--- src/rtl/mem_wb_stage.sv ---
// mem_wb_stage: writeback stage of the 5-stage RISC-V pipeline.
//
// Holds the MEM/WB pipeline register and lines it up with the registered
// data-memory read port. Load data arrives on read_data one cycle after the
// address, which is the first cycle the instruction sits in WB. It is used
// live in that cycle and is copied into hold_buf if WB stalls. The stage
// drives the register-file write port and the EX forwarding path, and it
// counts retired instructions.
//
// Optional feature macro: WB_SUBWORD_LOAD_EN
//   defined   : lb/lh/lw/lbu/lhu extraction from the loaded word.
//   undefined : the raw 32-bit word is written for every load.
//
// Handshake: a MEM->WB transfer happens on a rising edge where mem_wb_ready
// is high. mem_valid qualifies the payload on that edge. When mem_wb_ready is
// low, the MEM stage must hold its instruction and WB keeps its contents.
// wb_flush overrides both and empties WB.

module mem_wb_stage #(
    parameter int CNT_W = 32
) (
    input  logic             clk,
    input  logic             reset,
    input  logic             mem_valid,
    input  logic [31:0]      ALU_result,
    input  logic [31:0]      read_data,
    input  logic [4:0]       rd,
    input  logic             reg_w_ctrl_in,
    input  logic             MemToReg,
    input  logic [2:0]       funct3,
    input  logic             wb_stall,
    input  logic             wb_flush,
    output logic             mem_wb_ready,
    output logic             rf_we,
    output logic [4:0]       rf_waddr,
    output logic [31:0]      rf_wdata,
    output logic             fwd_valid,
    output logic [4:0]       fwd_rd,
    output logic [31:0]      fwd_data,
    output logic [CNT_W-1:0] instret,
    output logic [1:0]       dbg_state
);

    // Load-data source tracking:
    //   EMPTY : no valid instruction in WB.
    //   FRESH : first WB cycle, so load data is read live from read_data.
    //   HELD  : stalled past the first cycle, so load data comes from hold_buf.
    typedef enum logic [1:0] {
        ST_EMPTY = 2'd0,
        ST_FRESH = 2'd1,
        ST_HELD  = 2'd2
    } ld_state_t;

    ld_state_t   state_q;
    logic [31:0] hold_buf_q;
    logic [31:0] alu_q;
    logic [4:0]  rd_q;
    logic        reg_w_q;
    logic        mem_to_reg_q;
    logic [CNT_W-1:0] instret_q;

    logic        valid;
    logic        advance;
    logic        writes_rd;
    logic [31:0] load_word;
    logic [31:0] load_ext;
    logic [31:0] sel_data;

    // WB accepts a new instruction whenever it is not stalled.
    assign mem_wb_ready = !wb_stall;
    assign advance      = !wb_stall && !wb_flush;
    assign valid        = (state_q != ST_EMPTY);

    // MEM/WB pipeline register. A flush leaves the data fields alone because
    // the cleared state already marks them as don't-care.
    always_ff @(posedge clk or negedge reset) begin
        if (!reset) begin
            alu_q        <= 32'd0;
            rd_q         <= 5'd0;
            reg_w_q      <= 1'b0;
            mem_to_reg_q <= 1'b0;
        end else if (advance) begin
            alu_q        <= ALU_result;
            rd_q         <= rd;
            reg_w_q      <= reg_w_ctrl_in;
            mem_to_reg_q <= MemToReg;
        end
    end

`ifdef WB_SUBWORD_LOAD_EN
    logic [2:0] funct3_q;
    logic [1:0] addr_lo_q;
    logic [7:0] byte_sel;
    logic [15:0] half_sel;

    // Subword selection fields, captured alongside the main pipeline register.
    always_ff @(posedge clk or negedge reset) begin
        if (!reset) begin
            funct3_q  <= 3'd0;
            addr_lo_q <= 2'd0;
        end else if (advance) begin
            funct3_q  <= funct3;
            addr_lo_q <= ALU_result[1:0];
        end
    end

    // Subword extraction: pick the byte/halfword, then sign- or zero-extend.
    always_comb begin
        byte_sel = 8'h00;
        half_sel = 16'h0000;
        load_ext = load_word;
        case (addr_lo_q)
            2'd0:    byte_sel = load_word[7:0];
            2'd1:    byte_sel = load_word[15:8];
            2'd2:    byte_sel = load_word[23:16];
            default: byte_sel = load_word[31:24];
        endcase
        half_sel = addr_lo_q[1] ? load_word[31:16] : load_word[15:0];
        case (funct3_q)
            3'b000:  load_ext = {{24{byte_sel[7]}}, byte_sel};
            3'b001:  load_ext = {{16{half_sel[15]}}, half_sel};
            3'b100:  load_ext = {24'd0, byte_sel};
            3'b101:  load_ext = {16'd0, half_sel};
            default: load_ext = load_word;
        endcase
    end
`else
    logic unused_funct3;

    // Without subword support the whole loaded word is written back.
    assign load_ext      = load_word;
    assign unused_funct3 = ^funct3;
`endif

    // Load-data FSM plus hold buffer. A flush always wins. On a stall in the
    // first cycle, the memory word is captured before read_data moves on.
    always_ff @(posedge clk or negedge reset) begin
        if (!reset) begin
            state_q    <= ST_EMPTY;
            hold_buf_q <= 32'd0;
        end else if (wb_flush) begin
            state_q <= ST_EMPTY;
        end else if (!wb_stall) begin
            state_q <= mem_valid ? ST_FRESH : ST_EMPTY;
        end else begin
            case (state_q)
                ST_FRESH: begin
                    hold_buf_q <= read_data;
                    state_q    <= ST_HELD;
                end
                ST_HELD:  state_q <= ST_HELD;
                default:  state_q <= ST_EMPTY;
            endcase
        end
    end

    // Retired-instruction counter. It counts every valid instruction that
    // leaves WB, including x0 targets and instructions that do not write rd.
    always_ff @(posedge clk or negedge reset) begin
        if (!reset) begin
            instret_q <= '0;
        end else if (valid && advance) begin
            instret_q <= instret_q + CNT_W'(1);
        end
    end

    // Writeback data selection and output gating.
    assign load_word = (state_q == ST_HELD) ? hold_buf_q : read_data;
    assign sel_data  = mem_to_reg_q ? load_ext : alu_q;
    assign writes_rd = valid && reg_w_q && (rd_q != 5'd0);

    assign rf_we     = writes_rd && !wb_stall;
    assign rf_waddr  = valid ? rd_q : 5'd0;
    assign rf_wdata  = valid ? sel_data : 32'd0;
    assign fwd_valid = writes_rd;
    assign fwd_rd    = rf_waddr;
    assign fwd_data  = rf_wdata;
    assign instret   = instret_q;
    assign dbg_state = state_q;

endmodule

--- config.mk ---
export PLATFORM = sky130hd
export DESIGN_NAME = mem_wb_stage
export DESIGN_NICKNAME = d
export VERILOG_FILES = /design/src/rtl/mem_wb_stage.sv
export SDC_FILE = /design/constraint.sdc
export NUM_CORES = 1
export LEC_CHECK = 0
export ABC_AREA = 1
export BUFFER_PORTS_ARGS = -buffer_cell sky130_fd_sc_hd__buf_4
export CORE_MARGIN = 1.5
export CORE_UTILIZATION = 50
export DETAILED_ROUTE_END_ITERATION = 12
export PLACE_DENSITY_LB_ADDON = 0.1
export RECOVER_POWER = 25
export SYNTH_ARGS = -nofsm -noshare
export SYNTH_HDL_FRONTEND = slang
export SYNTH_SLANG_ARGS = --single-unit
--- constraint.sdc ---
create_clock -name clk -period 3 [get_ports clk]
set_input_delay 0.6 -clock clk [delete_from_list [all_inputs] [get_ports clk]]
set_output_delay 0.6 -clock clk [all_outputs]
set_load 0.03 [all_outputs]
**After elaboration in Yosys (flattened, before gate mapping)**

Cells that the tools add are included.
Widths: inputs -> output; s select.

- Add/subtract/negate cells: 1
- Equal/unequal tests: 2
- Muxes and demuxes: 8
- Bitwise gates (word level): 1
- Reduce and logical (&&, ||, !) cells: 11

Operators with widths:

| kind | number |
|---|---|
| $mux 32 | 3 |
| $add 32x1->32 const B | 1 |
| $mux 2 | 3 |
| $logic_and 1x1->1 | 5 |
| $mux 5 | 1 |
| $reduce_bool 5->1 | 1 |
| $reduce_and 3->1 | 1 |
| $eq 2x1->1 const B | 1 |
| $eq 2x2->1 const B | 1 |
| $logic_not 1->1 | 2 |
| $reduce_bool 2->1 | 1 |
| $reduce_or 2->1 | 1 |
| $mux 1 | 1 |
| $not 1->1 | 1 |

- Register bits after elaboration: 105
- Input port bits: 79
- Output and inout port bits: 111
- Word-level logic and storage cells: 30

**Longest topological paths before layout**

Gate-level depths: netlist of the first run.

- Depth in word-level cells: 5
- Depth in mapped cells: 10

**Worst setup path before layout of the first run**

Ideal clock, no wire load.

- Path kind: reg2out
- From: register state_q[0], in the netlist dbg_state[0]
- To: output rf_wdata[10]
- Arrival time: 1.906 ns
- Required time: 2.400 ns
- Slack: 0.494 ns
- Cell stages (with the launch flop): 8
- Cell sequence: dfrtp_1 -> inv_1 -> ha_1 -> inv_2 -> buf_1 -> o211ai_1 -> inv_1 -> buf_4

- Longest elaborated chain between the ends: 4
- Elaborated cells on any way between the ends: 5

RTL lines:

| item | line | RTL |
|---|---|---|
| start: declaration | 54 | `ld_state_t state_q;` |
| start signal: assignment | 144 | `state_q <= mem_valid ? ST_FRESH : ST_EMPTY;` |
| $eq 2x2->1 | 168 | `assign load_word = (state_q == ST_HELD) ? hold_buf_q : read_data;` |
| $mux 32 | 168 |  |
| $mux 32 | 169 | `assign sel_data = mem_to_reg_q ? load_ext : alu_q;` |
| $mux 32 (*) | 174 | `assign rf_wdata = valid ? sel_data : 32'd0;` |
| end: declaration | 36 | `output logic [31:0] rf_wdata,` |

Mark *: on every way between the ends. The rest lies on a longest branch, timed or not.

**Worst setup path in the final report of the first run**

- From: register state_q[0], in the netlist dbg_state[0]
- To: output rf_wdata[30]

The elaborated chain is that of the path after synthesis.

==> key figures, run 1 <==
Power and ir drop
  • Combinational share of power: 0.201
  • P_sw: 1.06 mW
  • Pwr dens: 507 mW/mm^2
  • Power, Total: 3.67 mW
  • Flop pwr share: 0.464
  • Leakage: between 3 and 4 nW
  • Internal: 2.61 mW
  • Net Sw Frac: 0.289
  • Clk pwr share: 0.335
  • VDD IR max: 295 uV

Final layout
  • Final cell area excluding filler cells: 0.00723 mm^2
  • Util after Layout: 0.661
  • Antenna diodes: 0
  • Nets: 950
  • Synth-to-Final Area Change: 27.3%
  • Most frequent cells in the layout: nand2_1, buf_4, dfrtp_1
  • Layout cells sized above 1: 0.255
  • Most common cell after layout, fill and taps aside: nand2_1

Floorplanning
  • DIE AREA: 0.0120 mm^2
  • Ports: 190
  • Core Rows: 38
  • Initial Util: 0.519
  • Die X: about 110 um
  • CORE AREA: 0.0109 mm^2
  • Chip Height: 110 um

Global route
  • Vias in the first global route: 4811
  • All-Layer GR Usage: 0.238
  • Antenna violations before repair: 0
  • Pin count of the biggest net entering global routing: 65
  • Overflow after GRT: 0
  • First-pass GRT wire length: 22300 um

Worst setup path
  • Crit end category: primary output
  • Worst R2R Setup Slack: between 0.5 and 0.6 ns
  • Worst Path Required: 2.40 ns
  • CP arrival: 2.20 ns
  • CP Class: register to primary output
  • Crit path from: dbg_state[0]$_DFF_PN0_
  • CP max FO: 34
  • Reg2reg start: dbg_state[0]$_DFF_PN0_
  • Reg2Reg Depth: 11
  • Reg-to-Reg End: instret[26]$_DFFE_PN0P_
  • CP startpoint kind: register

STA
  • Tmin final: 2.80 ns
  • Final WS setup: 0.205 ns
  • Setup TNS: 0 ns
  • Clk_skew: between 0.01 and 0.015 ns
  • Final Slew Violations: 63
  • Final Hold Fails: 0
  • Final period util: 0.932
  • RSZ-0062 raised after global routing: false
  • Slew HR: -0.0427
  • F_max: 358 MHz
  • Worst slew pin tran: 1.56 ns
  • Endpoints failing setup: 0

Worst hold path
  • WHS Path Cells: 2
  • Hold endpoint: dbg_state[0]$_DFF_PN0_
  • Hold wc startpoint: wb_flush
  • Min-Delay Path Class: primary input to register

Synthesis
  • XOR/XNOR Fraction of Synth Area: 0.0308
  • Register bit total from synthesis: 105
  • Sequential fraction of the synthesis area: 0.463
  • Mapped Avg Cell Area: 7.76 um^2
  • Main combinational cell family by area after synthesis: simple AND/OR/NAND/NOR gates
  • Simple-Gate Fraction of Synth Area: 0.241
  • Adder-cell share of the synthesized area: 0.00881
  • Ys Warns: 0
  • Mapped Cells: around 730
  • Mux share of post-synthesis cell area: 0
  • Number of library cell types mapped by synthesis: 23
  • Post-Syn Area: between 0.005 and 0.006 mm^2
  • Post-synthesis compound-gate area fraction: 0.117
  • Syn_nets: slightly above 800

Detailed routing
  • # DRC: 0
  • Wire length per cell: 13.8 um
  • Routed vias: 5136
  • Initial DRC count: 225
  • DRT Pass-1 Iters: 6
  • Post-DR vias/cell: 5.08
  • Routed wire length: 14000 um
  • Final ANT Viol Nets: 0

CTS
  • CTS tree: yes
  • Setup bufs post-CTS: 0
  • Root buf cell: clkbuf_16
  • Clock H-tree levels: 3
  • CTS max path bufs: 2
  • Reg clk slew, reported paths: 0.07 ns
  • Clk sinks: 105
  • Post-CTS sizing: 0
  • Clk_lat worst skew: about 0.34 ns
  • Hold-fix buffer count after cts: 0
  • Num CTS Buffers: 9

Status
  • Status: finished, violations left
  • Failing checks: max-capacitance violations, max-slew violations

Flow run
  • Max-cap violations: 1

Place
  • Port Buffers: 186
  • Placer Congestion: 0.805
  • DP HPWL: 9890 um
  • Setup slack at placement: 0.554 ns
  • Area post-placement: 0.00694 mm^2
## power by group through the flow
| stage | Sequential [mW] | Clock [mW] | Combinational [mW] |
|---|---|---|---|
| 3_3_place_gp | 1.71 | 0 | 0.732 |
| 4_1_cts | 1.70 | 1.25 | 0.750 |
| 3_5_place_dp | 1.73 | 0 | 0.747 |
| 6_report | 1.70 | 1.23 | 0.737 |
| 5_1_grt | 1.72 | 1.31 | 0.820 |
| 2_1_floorplan | 1.74 | 0 | 0.441 |
## final cells by class
| class | instances | area [um^2] |
|---|---|---|
| fillers | 974 | 3700 |
| flip-flops and latches | 105 | 2630 |
| multi-input cells | 455 | 2270 |
| repair buffers | 191 | 1450 |
| inverters | 105 | 394 |
| clock buffers | 10 | 229 |
| well taps | 140 | 175 |
| clock inverters | 5 | 81.3 |
## worst max-delay path by stage
stage | endpoint | slack (ns)
final | rf_wdata[30] | 0.20
after global routing | rf_we | 0.02
after CTS | rf_wdata[30] | 0.17
after detailed placement | instret[28]$_DFFE_PN0P_ | 0.55
after global placement | fwd_data[30] | 0.63
after floorplan | rf_wdata[10] | 0.49
## critical path, cell delays in order, from the launching register on
cell	delay [ns]
dfrtp_1	0.38
inv_1	0.08
ha_1	0.33
inv_2	0.55
o211ai_1	0.19
inv_1	0.15
buf_4	0.17
## synthesized netlist by cell type
cell,n,share of area
buf_1,11,0.0073
buf_2,5,0.0044
buf_4,37,0.049
clkbuf_1,14,0.0093
dfrtp_1,105,0.46
ha_1,4,0.0088
inv_1,102,0.067
inv_2,3,0.0020
nand2_1,240,0.16
nand2_2,2,0.0022
nand2_4,2,0.0040
nand3_1,24,0.021
nand3_2,1,0.0018
nand3b_1,1,0.0013
nand4_1,11,0.012
nor2_1,36,0.024
nor2_2,3,0.0033
nor2_4,4,0.0079
nor3_1,6,0.0053
o211ai_1,64,0.085
o21ai_0,37,0.033
xnor2_1,10,0.015
xor2_1,10,0.015
## metrics by stage
| step | hold slack [ns] | cells |
|---|---|---|
| 2_1_floorplan | 0.304 | 732 |
| 4_1_cts | 0.379 | 1011 |
| 6_report | 0.454 | 1011 |
| 5_1_grt | 0.449 | 1011 |
| 3_5_place_dp | 0.459 | 996 |
| 3_3_place_gp | 0.453 | 996 |
## sequential cells by signal, indices dropped and copies added, names as in the netlist
signal / count
reg_w_q: 1
mem_to_reg_q: 1
hold_buf_q: 32
instret: 32
dbg_state: 2
alu_q: 32
rd_q: 5
## routing by layer
| metal | track usage | wire length, um | up-vias |
|---|---|---|---|
| met1 | 0.296 | 5770 | 2442 |
| met3 | 0.0462 | 731 | 12 |
| met5 | 0 | 0 | - |
| li1 | - | - | 2533 |
| met2 | 0.420 | 7330 | 149 |
| met4 | 0.0668 | 150 | 0 |
## logic make-up after synthesis
group / Yosys count
simple gates: 330
buf+inv: 172
flops: 105
compound gates: 101
xor+xnor: 20
fa+ha+maj: 4
Power figures use the tool's default switching activity.
==> inputs of run 2 (changes only) <==
--- a/config.mk
+++ b/config.mk
@@ -8,7 +8,8 @@
 export ABC_AREA = 1
 export BUFFER_PORTS_ARGS = -buffer_cell sky130_fd_sc_hd__buf_4
 export CORE_MARGIN = 1.5
-export CORE_UTILIZATION = 50
+export CORE_UTILIZATION = 45
+export CTS_CLUSTER_SIZE = 8
 export DETAILED_ROUTE_END_ITERATION = 12
 export PLACE_DENSITY_LB_ADDON = 0.1
 export RECOVER_POWER = 25
==> key figures, run 2 (synthesis gave the netlist of run 1 again) <==
STA
  • Tmin final: 2.79 ns (was 2.80 ns)
  • Endpoints failing setup: 0 (unchanged)
  • Final period util: 0.930 (was 0.932)
  • Clk_skew: 0.00795 ns (was 0.0113 ns)
  • Setup TNS: 0 ns (unchanged)
  • Final Slew Violations: 0 (was 63)
  • Final WS setup: 0.210 ns (was 0.205 ns)
  • Worst slew pin tran: 1.30 ns (was 1.56 ns)
  • RSZ-0062 raised after global routing: false (unchanged)
  • F_max: 358 MHz (about the same)
  • Final Hold Fails: 0 (unchanged)
  • Slew HR: 0.132 (was -0.0427)

Worst setup path
  • Crit end category: primary output (unchanged)
  • CP max FO: 34 (unchanged)
  • Reg2reg start: dbg_state[0]$_DFF_PN0_ (unchanged)
  • Worst R2R Setup Slack: 0.61 ns (was 0.58 ns)
  • Reg2Reg Depth: 11 (unchanged)
  • Reg-to-Reg End: instret[28]$_DFFE_PN0P_ (was instret[26]$_DFFE_PN0P_)
  • CP Class: register to primary output (unchanged)
  • CP startpoint kind: register (unchanged)
  • CP arrival: 2.19 ns (was 2.20 ns)
  • Worst Path Required: 2.40 ns (about the same)

Place
  • Port Buffers: 186 (unchanged)
  • Setup slack at placement: 0.547 ns (was 0.554 ns)
  • DP HPWL: 10100 um (was 9890 um)
  • Placer Congestion: 0.804 (was 0.805)
  • Area post-placement: 0.00698 mm^2 (was 0.00694 mm^2)

CTS
  • Setup bufs post-CTS: 0 (unchanged)
  • Reg clk slew, reported paths: 0.07 ns (about the same)
  • CTS tree: yes (unchanged)
  • Hold-fix buffer count after cts: 0 (unchanged)
  • Root buf cell: clkbuf_16 (unchanged)
  • Clk_lat worst skew: 0.34 ns (about the same)
  • Clock H-tree levels: 3 (unchanged)
  • CTS max path bufs: 2 (unchanged)
  • Clk sinks: 105 (unchanged)
  • Post-CTS sizing: 0 (unchanged)
  • Num CTS Buffers: 9 (unchanged)

Global route
  • Overflow after GRT: 0 (unchanged)
  • Vias in the first global route: 4732 (was 4811)
  • Met1 GRT Util: 0.279 (was 0.296)
  • Pin count of the biggest net entering global routing: 65 (unchanged)
  • First-pass GRT wire length: 22500 um (was 22300 um)
  • GRT busiest layer: met2 (unchanged)
  • All-Layer GR Usage: 0.215 (was 0.238)
  • GR Layer Usage met2: 0.369 (was 0.420)
  • Antenna violations before repair: 0 (unchanged)
  • Met3 Use GR: 0.0311 (was 0.0462)

Floorplanning
  • Core Rows: 40 (was 38)
  • Ports: 190 (unchanged)
  • Die X: 115 um (was 110 um)
  • DIE AREA: 0.0133 mm^2 (was 0.0120 mm^2)
  • CORE AREA: 0.0122 mm^2 (was 0.0109 mm^2)
  • Chip Height: 115 um (was 110 um)
  • Initial Util: 0.467 (was 0.519)

Power and ir drop
  • VDD IR max: 254 uV (was 295 uV)
  • P_sw: 1.06 mW (about the same)
  • Leakage: 3.96 nW (was 3.94 nW)
  • Flop pwr share: 0.459 (was 0.464)
  • Clk pwr share: 0.344 (was 0.335)
  • Pwr dens: 509 mW/mm^2 (was 507 mW/mm^2)
  • Internal: 2.65 mW (was 2.61 mW)
  • Net Sw Frac: 0.285 (was 0.289)
  • Combinational share of power: 0.198 (was 0.201)

Detailed routing
  • Final ANT Viol Nets: 0 (unchanged)
  • Routed wire length: 14300 um (was 14000 um)
  • DRT Pass-1 Iters: 4 (was 6)
  • Routed vias: 5199 (was 5136)
  • Initial DRC count: 299 (was 225)
  • # DRC: 0 (unchanged)
  • Post-DR vias/cell: 4.98 (was 5.08)
  • Wire length per cell: 13.7 um (was 13.8 um)

Final layout
  • Synth-to-Final Area Change: 28.5% (was 27.3%)
  • Util after Layout: 0.600 (was 0.661)
  • Antenna diodes: 0 (unchanged)
  • Most frequent cells in the layout: nand2_1, buf_4, dfrtp_1 (unchanged)
  • Most common cell after layout, fill and taps aside: nand2_1 (unchanged)
  • Nets: 953 (was 950)
  • Final cell area excluding filler cells: 0.00730 mm^2 (was 0.00723 mm^2)
  • Layout cells sized above 1: 0.259 (was 0.255)

Status
  • Status: complete, no violations (was finished, violations left)

Worst hold path
  • Hold wc startpoint: ALU_result[20] (was wb_flush)
  • Min-Delay Path Class: primary input to register (unchanged)
  • WHS Path Cells: 3 (was 2)
  • Hold endpoint: alu_q[20]$_DFFE_PN0N_ (was dbg_state[0]$_DFF_PN0_)

Flow run
  • Max-cap violations: 0 (was 1)
==> run 2: changes by cell type in the layout (fill, tap and decap cells not counted) <==
cell and change:
buf_2 +1, clkbuf_2 -1, buf_4 +4, clkbuf_8 +2, buf_12 -1, clkinv_2 +1, clkinv_4 -1, clkbuf_1 -1
==> run 2: per-stage QoR <==
stage	instances	hold WS, ns	total power, mW
after floorplan	732	0.304	2.18
final	1043	0.457	3.71
after CTS	1043	0.300	3.75
after global placement	1027	0.454	2.45
after global routing	1043	0.456	3.91
after detailed placement	1027	0.460	2.48
==> run 2: final cells by class <==
type | instances | area, um^2
Inverter | 105 | 394
Clock buffer | 11 | 253
Fill cell | 1127 | 4860
Clock inverter | 5 | 77.6
Timing Repair Buffer | 194 | 1460
Multi-Input combinational cell | 455 | 2270
Tap cell | 168 | 210
Sequential cell | 105 | 2630
==> run 2: worst max-delay path, cell delays in order, from the launching register on <==
cell and delay, ns:
dfrtp_1 0.38, inv_1 0.07, ha_1 0.32, inv_2 0.54, o211ai_1 0.22, inv_1 0.15, buf_4 0.17
==> run 2: power by group through the flow <==
stage	clock (mW)	combinational, mW	sequential (mW)
after global placement	0	0.730	1.72
after floorplan	0	0.441	1.74
after CTS	1.30	0.750	1.70
final	1.28	0.734	1.70
after detailed placement	0	0.747	1.73
after global routing	1.37	0.815	1.72
==> run 2: worst max-delay path by stage <==
| stage | startpoint | end | slack, ns | depth (start not counted) |
|---|---|---|---|---|
| floorplan | dbg_state[0]$_DFF_PN0_ | rf_wdata[10] | 0.49 | 7 |
| global placement | dbg_state[0]$_DFF_PN0_ | rf_wdata[0] | 0.59 | 6 |
| detailed placement | dbg_state[1]$_DFF_PN0_ | fwd_data[0] | 0.55 | 6 |
| CTS | dbg_state[1]$_DFF_PN0_ | fwd_data[0] | 0.17 | 6 |
| global route | dbg_state[0]$_DFF_PN0_ | fwd_data[0] | 0.03 | 6 |
| finish | dbg_state[0]$_DFF_PN0_ | fwd_data[0] | 0.21 | 6 |
==> run 2: routing by layer <==
metal  vias to the layer above  share of wire  wire length, um
met1                      2481           0.43             6180
met4                         0          0.016              233
met3                        18          0.053              763
met2                       152           0.50             7090
li1                       2548              -                -
met5                         -              0                0
